===== src/rtl/mux_scan_sel.sv =====
// Registered N-channel multiplexer with a manual select mode and a round-robin scan mode.
// In scan mode each channel is held for DWELL enabled cycles before advancing. A one-cycle
// wrap pulse marks the return from the last channel to channel 0. An illegal manual select
// raises err and blanks the data.
module mux_scan_sel #(
  parameter int unsigned WIDTH    = 2,
  parameter int unsigned CHANNELS = 7,
  parameter int unsigned DWELL    = 4,
  localparam int unsigned SELW    = ($clog2(CHANNELS) > 1) ? $clog2(CHANNELS) : 1,
  localparam int unsigned CW      = ($clog2(DWELL) > 1) ? $clog2(DWELL) : 1
) (
  input  logic                      clk,
  input  logic                      rst,
  input  logic [CHANNELS*WIDTH-1:0] in_bus,
  input  logic                      enable,
  input  logic                      mode,
  input  logic [SELW-1:0]           sel_in,
  output logic [WIDTH-1:0]          z,
  output logic [SELW-1:0]           sel_out,
  output logic                      valid,
  output logic                      wrap,
  output logic                      err
);

  localparam logic [SELW-1:0] LastCh    = SELW'(CHANNELS - 1);
  localparam logic [CW-1:0]   LastDwell = CW'(DWELL - 1);

  typedef enum logic [1:0] {StIdle, StManual, StScan} state_e;

  state_e          state;
  logic [CW-1:0]   dwell_cnt;

  logic            in_scan;
  logic            dwell_last;
  logic            sel_legal;
  logic [SELW-1:0] scan_sel;
  logic            scan_wrap;
  logic [WIDTH-1:0] manual_data;
  logic [WIDTH-1:0] scan_data;
  logic [WIDTH-1:0] hold_data;

  // Loop-based lookup so that an out-of-range select never indexes past the bus.
  function automatic logic [WIDTH-1:0] chan_data(input logic [CHANNELS*WIDTH-1:0] bus,
                                                 input logic [SELW-1:0] s);
    logic [WIDTH-1:0] r;
    r = '0;
    for (int k = 0; k < CHANNELS; k++) begin
      if (s == SELW'(k)) r = bus[k*WIDTH +: WIDTH];
    end
    return r;
  endfunction

  // Next scan channel (modulo CHANNELS), wrap detection and channel data lookups.
  always_comb begin
    in_scan    = (state == StScan);
    dwell_last = (dwell_cnt == LastDwell);
    sel_legal  = ({{(32 - SELW){1'b0}}, sel_in} < CHANNELS);
    scan_sel   = sel_out;
    scan_wrap  = 1'b0;
    if (in_scan && dwell_last) begin
      if (sel_out == LastCh) begin
        scan_sel  = '0;
        scan_wrap = 1'b1;
      end else begin
        scan_sel  = sel_out + SELW'(1);
      end
    end
    manual_data = chan_data(in_bus, sel_in);
    scan_data   = chan_data(in_bus, scan_sel);
    hold_data   = chan_data(in_bus, sel_out);
  end

  // Mode FSM with all outputs registered; reset beats enable, enable beats mode.
  always_ff @(posedge clk) begin
    if (rst) begin
      state     <= StIdle;
      dwell_cnt <= '0;
      z         <= '0;
      sel_out   <= '0;
      valid     <= 1'b0;
      wrap      <= 1'b0;
      err       <= 1'b0;
    end else if (!enable) begin
      // Freeze everything; wrap is a pulse, so it must not stretch across a stall.
      wrap <= 1'b0;
    end else if (mode) begin
      state <= StScan;
      valid <= 1'b1;
      err   <= 1'b0;
      if (in_scan) begin
        sel_out   <= scan_sel;
        dwell_cnt <= dwell_last ? '0 : dwell_cnt + CW'(1);
        wrap      <= scan_wrap;
        z         <= scan_data;
      end else begin
        // Scan entry: start on the current channel with a fresh dwell, no wrap.
        dwell_cnt <= '0;
        wrap      <= 1'b0;
        z         <= hold_data;
      end
    end else begin
      state     <= StManual;
      dwell_cnt <= '0;
      wrap      <= 1'b0;
      if (sel_legal) begin
        sel_out <= sel_in;
        z       <= manual_data;
        valid   <= 1'b1;
        err     <= 1'b0;
      end else begin
        z       <= '0;
        valid   <= 1'b0;
        err     <= 1'b1;
      end
    end
  end

endmodule

===== config.mk =====
export PLATFORM = sky130hd
export DESIGN_NAME = mux_scan_sel
export DESIGN_NICKNAME = d
export VERILOG_FILES = /design/src/rtl/mux_scan_sel.sv
export SDC_FILE = /design/constraint.sdc
export NUM_CORES = 1
export LEC_CHECK = 0
export BUFFER_PORTS_ARGS = -buffer_cell sky130_fd_sc_hd__buf_2
export CORE_ASPECT_RATIO = 0.7
export CORE_UTILIZATION = 55
export DETAILED_ROUTE_END_ITERATION = 7
export PLACE_DENSITY = 0.83
export SLEW_MARGIN = 30
export SYNTH_ARGS = -nofsm -noshare
export SYNTH_HDL_FRONTEND = slang
export SYNTH_SLANG_ARGS = --single-unit
export TNS_END_PERCENT = 50

===== constraint.sdc =====
create_clock -name clk -period 3.4 [get_ports clk]
set_input_delay 0.68 -clock clk [delete_from_list [all_inputs] [get_ports clk]]
set_output_delay 0.68 -clock clk [all_outputs]
set_load 0.02 [all_outputs]

# Word-level counts from Yosys, hierarchy flattened
# Index checks and enable logic that the tools add are counted.
# classes
magnitude_cmp,1
muxes,38
n_reduce_logical,7
n_eq_ne,21
n_bitwise,4
addsub,2
# ops
operator,count
2-bit two-way mux,28
3-bit == test (second input constant),9
3-bit by 2-bit == test with 1-bit output (second input constant),6
3-bit two-way mux,5
3-bit by 1-bit == test with 1-bit output (second input constant),3
3-bit zero test,3
1-bit two-way mux,5
5-bit OR reduction,1
2-bit == test (second input constant),2
1-bit inverter,4
3-bit by 1-bit adder with 3-bit output (second input constant),1
3-bit less-than comparator (second input constant),1
3-bit AND reduction,1
2-bit by 1-bit adder with 2-bit output (second input constant),1
2-bit by 1-bit inequality test with 1-bit output (second input constant),1
2-bit nonzero test,1
1-bit logical AND,1
# word_totals
input_bits,21
regBits,12
wordCells,80
output_inout_bits,8

# Logic depth before layout (Yosys ltp)
# depth
depth_word,13
depth_mapped,10
depth_no_buf,8

# Worst setup path after synthesis
# No wires, ideal clock.
# synth_path
kind,register -> register
startpoint,reg sel_out[1]
endpoint,reg z[0]
n_path_buf,2
slack_ns,1.007
period_less_slack_ns,2.393
setup_time_ns,0.134
required_time_ns,3.266
t_arrival_ns,2.259
path_stages_with_launch,11
cell_sequence,dfxtp_1 buf_4 buf_2 and2_1 ha_1 nand4b_1 mux2i_1 a32o_1 a21oi_1 a21oi_1 or4_1
# synth_via
elab_chain_cells,13
elab_cells_between_ends,33
classes_between,add/sub (1); eq/ne (12); mux (18); reduce/logical (2)
# synth_lines
element,line,rtl
start: declaration,19,"output logic [SELW-1:0] sel_out,"
start signal: assignment,91,sel_out <= scan_sel;
start signal: assignment,106,sel_out <= sel_in;
3-bit by 1-bit adder with 3-bit output / 3-bit == test (equally long branches),"65, 48, 61",
3-bit two-way mux,61,if (sel_out == LastCh) begin
3-bit two-way mux,60,if (in_scan && dwell_last) begin
3-bit zero test,48,if (s == SELW'(k)) r = bus[k*WIDTH +: WIDTH];
2-bit two-way mux (7 in a row),48,
2-bit two-way mux (*),90,if (in_scan) begin
2-bit two-way mux (*),86,end else if (mode) begin
end signal: assignment,94,z <= scan_data;
end signal: assignment,99,z <= hold_data;
end signal: assignment,107,z <= manual_data;
end: declaration,18,"output logic [WIDTH-1:0] z,"
# Every way passes the cells marked *; elsewhere a longest branch is shown, timed or not.
# A chain may end at the register's enable or synchronous reset.

# Final worst setup path
# layout_path
startpoint,reg sel_out[2]
endpoint,reg z[0]
# The elaborated chain is that of the path after synthesis.

==> flow_metrics.tcl <==
set metrics [dict create \
    synth_area_per_cell_um2 7.24 \
    reg2reg_to "z[0]$_SDFFE_PP0P_" \
    required_ns 3.56 \
    critical_path_class "flip-flop to flip-flop" \
    dr_total_vias 1561 \
    clock-sinks 12 \
    place.gp.congestion 0.988 \
    worstPathCellList "inv_1 > ha_1 > nand4b_1 > mux2i_1 > a32o_1 > a21oi_1 > a21oi_1 > or4_1" \
    yosysMostFrequentCell "a21oi_1" \
    io_pins 29 \
    nets 231 \
    fin_ws_ns 0.747 \
    drive_above_1_share_pct 18.4 \
    crit_path_end "z[0]$_SDFFE_PP0P_" \
    crit_family "flip-flops" \
    grt_pass1_vias 1351 \
    tightest_slew_ns 0.547 \
    min_path_type "flip-flop to flip-flop" \
    fin_skew_ns 0.00564 \
    synth_top_area_share_pct 17.6 \
    ant_nets 0 \
    post_synth_instance_area_um2 1360 \
    slowest_delay_ns 0.67 \
    multi_input_area_um2 1000 \
    fin_setup_tns_ns 0 \
    grt_pass1_wl_um 6290 \
    die_area_um2 2680 \
    cts.clk_slew.worst_paths_ns 0.08 \
    drv_cap 0 \
    async_flop_share_pct 0 \
    crit_slowest_cell "dfxtp_1" \
    min_period_ns 2.65 \
    crit_buf_inv 1 \
    ctsResizeCount 0 \
    cts_buffers 3 \
    grt_usage_pct 32.0 \
    irDropWorstVdd_mv 0.185 \
    yosys_most_used_dff "dfxtp_1" \
    setup_viol 0 \
    syn_inst 188 \
    p_leak_nw 0.598 \
    diodes 0 \
    register_area_um2 240 \
    relSlewSlack_pct 63.5 \
    ys_seq_area_share_pct 17.6 \
    place_ws_ns 0.841 \
    start_util_pct 60.7 \
    fp.dieW_um 61.5 \
    startpoint "sel_out[2]$_SDFFE_PP0P_" \
    p_per_area_nw_per_um2 262 \
    hold_viol_final 0 \
    fmax_ghz 0.377 \
    clk_latency_ns 0.28 \
    cp_common_cell "a21oi_1" \
    post_cts_buffers 0 \
    coreArea_um2 2240 \
    antenna_found_initial 0 \
    num-fill-cells 205 \
    cts_root_buf "clkbuf_4" \
    rr_worst_depth 8 \
    worstReg2RegStart "sel_out[2]$_SDFFE_PP0P_" \
    cts_tree "yes" \
    critical_path_depth 8 \
    endpoint_kind "flip-flop" \
    maxSlewViolCount 0 \
    yosysTopAreaCell "dfxtp_1" \
    dp_hpwl_um 2900 \
    ys_top_cells_by_area "dfxtp_1 18%, a21oi_1 6.6%, mux2i_1 4.4%" \
    cts_hold_buf 0 \
    die_h_um 43.6 \
    firstDrtPassIters 5 \
    viasPerCell 6.53 \
    path_max_fanout 17 \
    cts_max_path_buffers 2 \
    io_buffers 28 \
    rows 14 \
    syn_to_final_growth_pct 10.4 \
    r2r_slack_ns 0.75 \
    timing.hold.ws_ns 0.486 \
    hold_start "z[1]$_SDFFE_PP0P_" \
    route.detailed.drc 0 \
    overflow 0 \
    met2WireLength_um 1690 \
    status "finished, final reports clean" \
    dr_wl_met3_um 454 \
    total_power_mw 0.394 \
    post-route-period-util_pct 78.0 \
    yosys.cell_types.count 49 \
    rsz0062_at_grt "no" \
    netlist_top_cells_count "18 x a21oi_1, 16 x nand2_1, 15 x nor2_1" \
    ctsHtreeMaxLevel 1 \
    synth-edff-count 0 \
    top_layer_used "met4" \
    first_iter_violations 170 \
    grt_max_degree 35 \
    drt-met1-wl_um 1740 \
    ys_warn_count 0 \
    fin_util_pct 67.0 \
    wire_per_inst_um 16.4 \
    crit_arrival_ns 2.81 \
    synth_seq_cells 12 \
    routed_wl_um 3910 \
    syn_nets 211 \
    worstSetupStartpointType "flip-flop" \
]
cells in the final DEF (no fill, tap or decap), types with 7 or more instances in the layout:
cell / netlist / final
o21ai_0: 11 / 11
buf_2: 6 / 28
nor2_1: 15 / 15
o211ai_1: 8 / 8
nand2_1: 16 / 16
nand2b_1: 7 / 7
dfxtp_1: 12 / 12
inv_1: 8 / 8
a21oi_1: 18 / 18
tightest hold or removal path: cells and delay by family, from the launching register on:
kind,cells,cell delay (ns)
flops,1,0.33
simple gates,1,0.07
compound gates,1,0.06
metal layers:
metal | GRT usage (%) | vias to the layer above
met2 | 49.6 | 104
met3 | 10.4 | 7
met4 | 3.11 | 0
met5 | 0 | -
met1 | 45.2 | 699
li1 | - | 751
worst min path at each step:
stage                                            to  depth (start not counted)
after global routing              z[1]$_SDFFE_PP0P_                          2
after floorplan           dwell_cnt[1]$_SDFFE_PP0P_                          2
after CTS                         z[1]$_SDFFE_PP0P_                          2
after global placement    dwell_cnt[1]$_SDFFE_PP0P_                          2
final                             z[1]$_SDFFE_PP0P_                          2
after detailed placement          z[1]$_SDFFE_PP0P_                          2
per-stage QoR:
stage                     std cells  area [um2]
after CTS                       239        1500
final                           239        1500
after global placement          235        1470
after detailed placement        235        1470
after global routing            239        1500
after floorplan                 188        1360
state kept, by name, indices dropped and copies added, names as in the netlist:
register / count
sel_out: 3
dwell_cnt: 2
state: 2
z: 2
err: 1
valid: 1
wrap: 1
cell families after synthesis:
kind of cell / synth area share (%)
AOI/OAI and AO/OA: 31.7
adders and majority gates: 1.84
muxes: 7.72
and+or+nand+nor: 32.3
DFF: 17.6
buffers and inverters: 8.82
area by class of cell:
type | count | share of cell area [%]
clock buffers | 4 | 2.41
flip-flops and latches | 12 | 16.0
repair buffers | 30 | 10.3
multi-input cells | 153 | 66.6
well taps | 32 | 2.66
inverters | 8 | 2.00
power breakdown:
| part | switching [mW] | internal (mW) | leakage, nW |
|---|---|---|---|
| sequential | 0.00690 | 0.147 | 0.0981 |
| clock | 0.0492 | 0.0652 | 0.0210 |
| combinational | 0.0751 | 0.0509 | 0.479 |
| total | 0.131 | 0.263 | 0.598 |
Note: power is estimated with default switching activity, not from simulation.
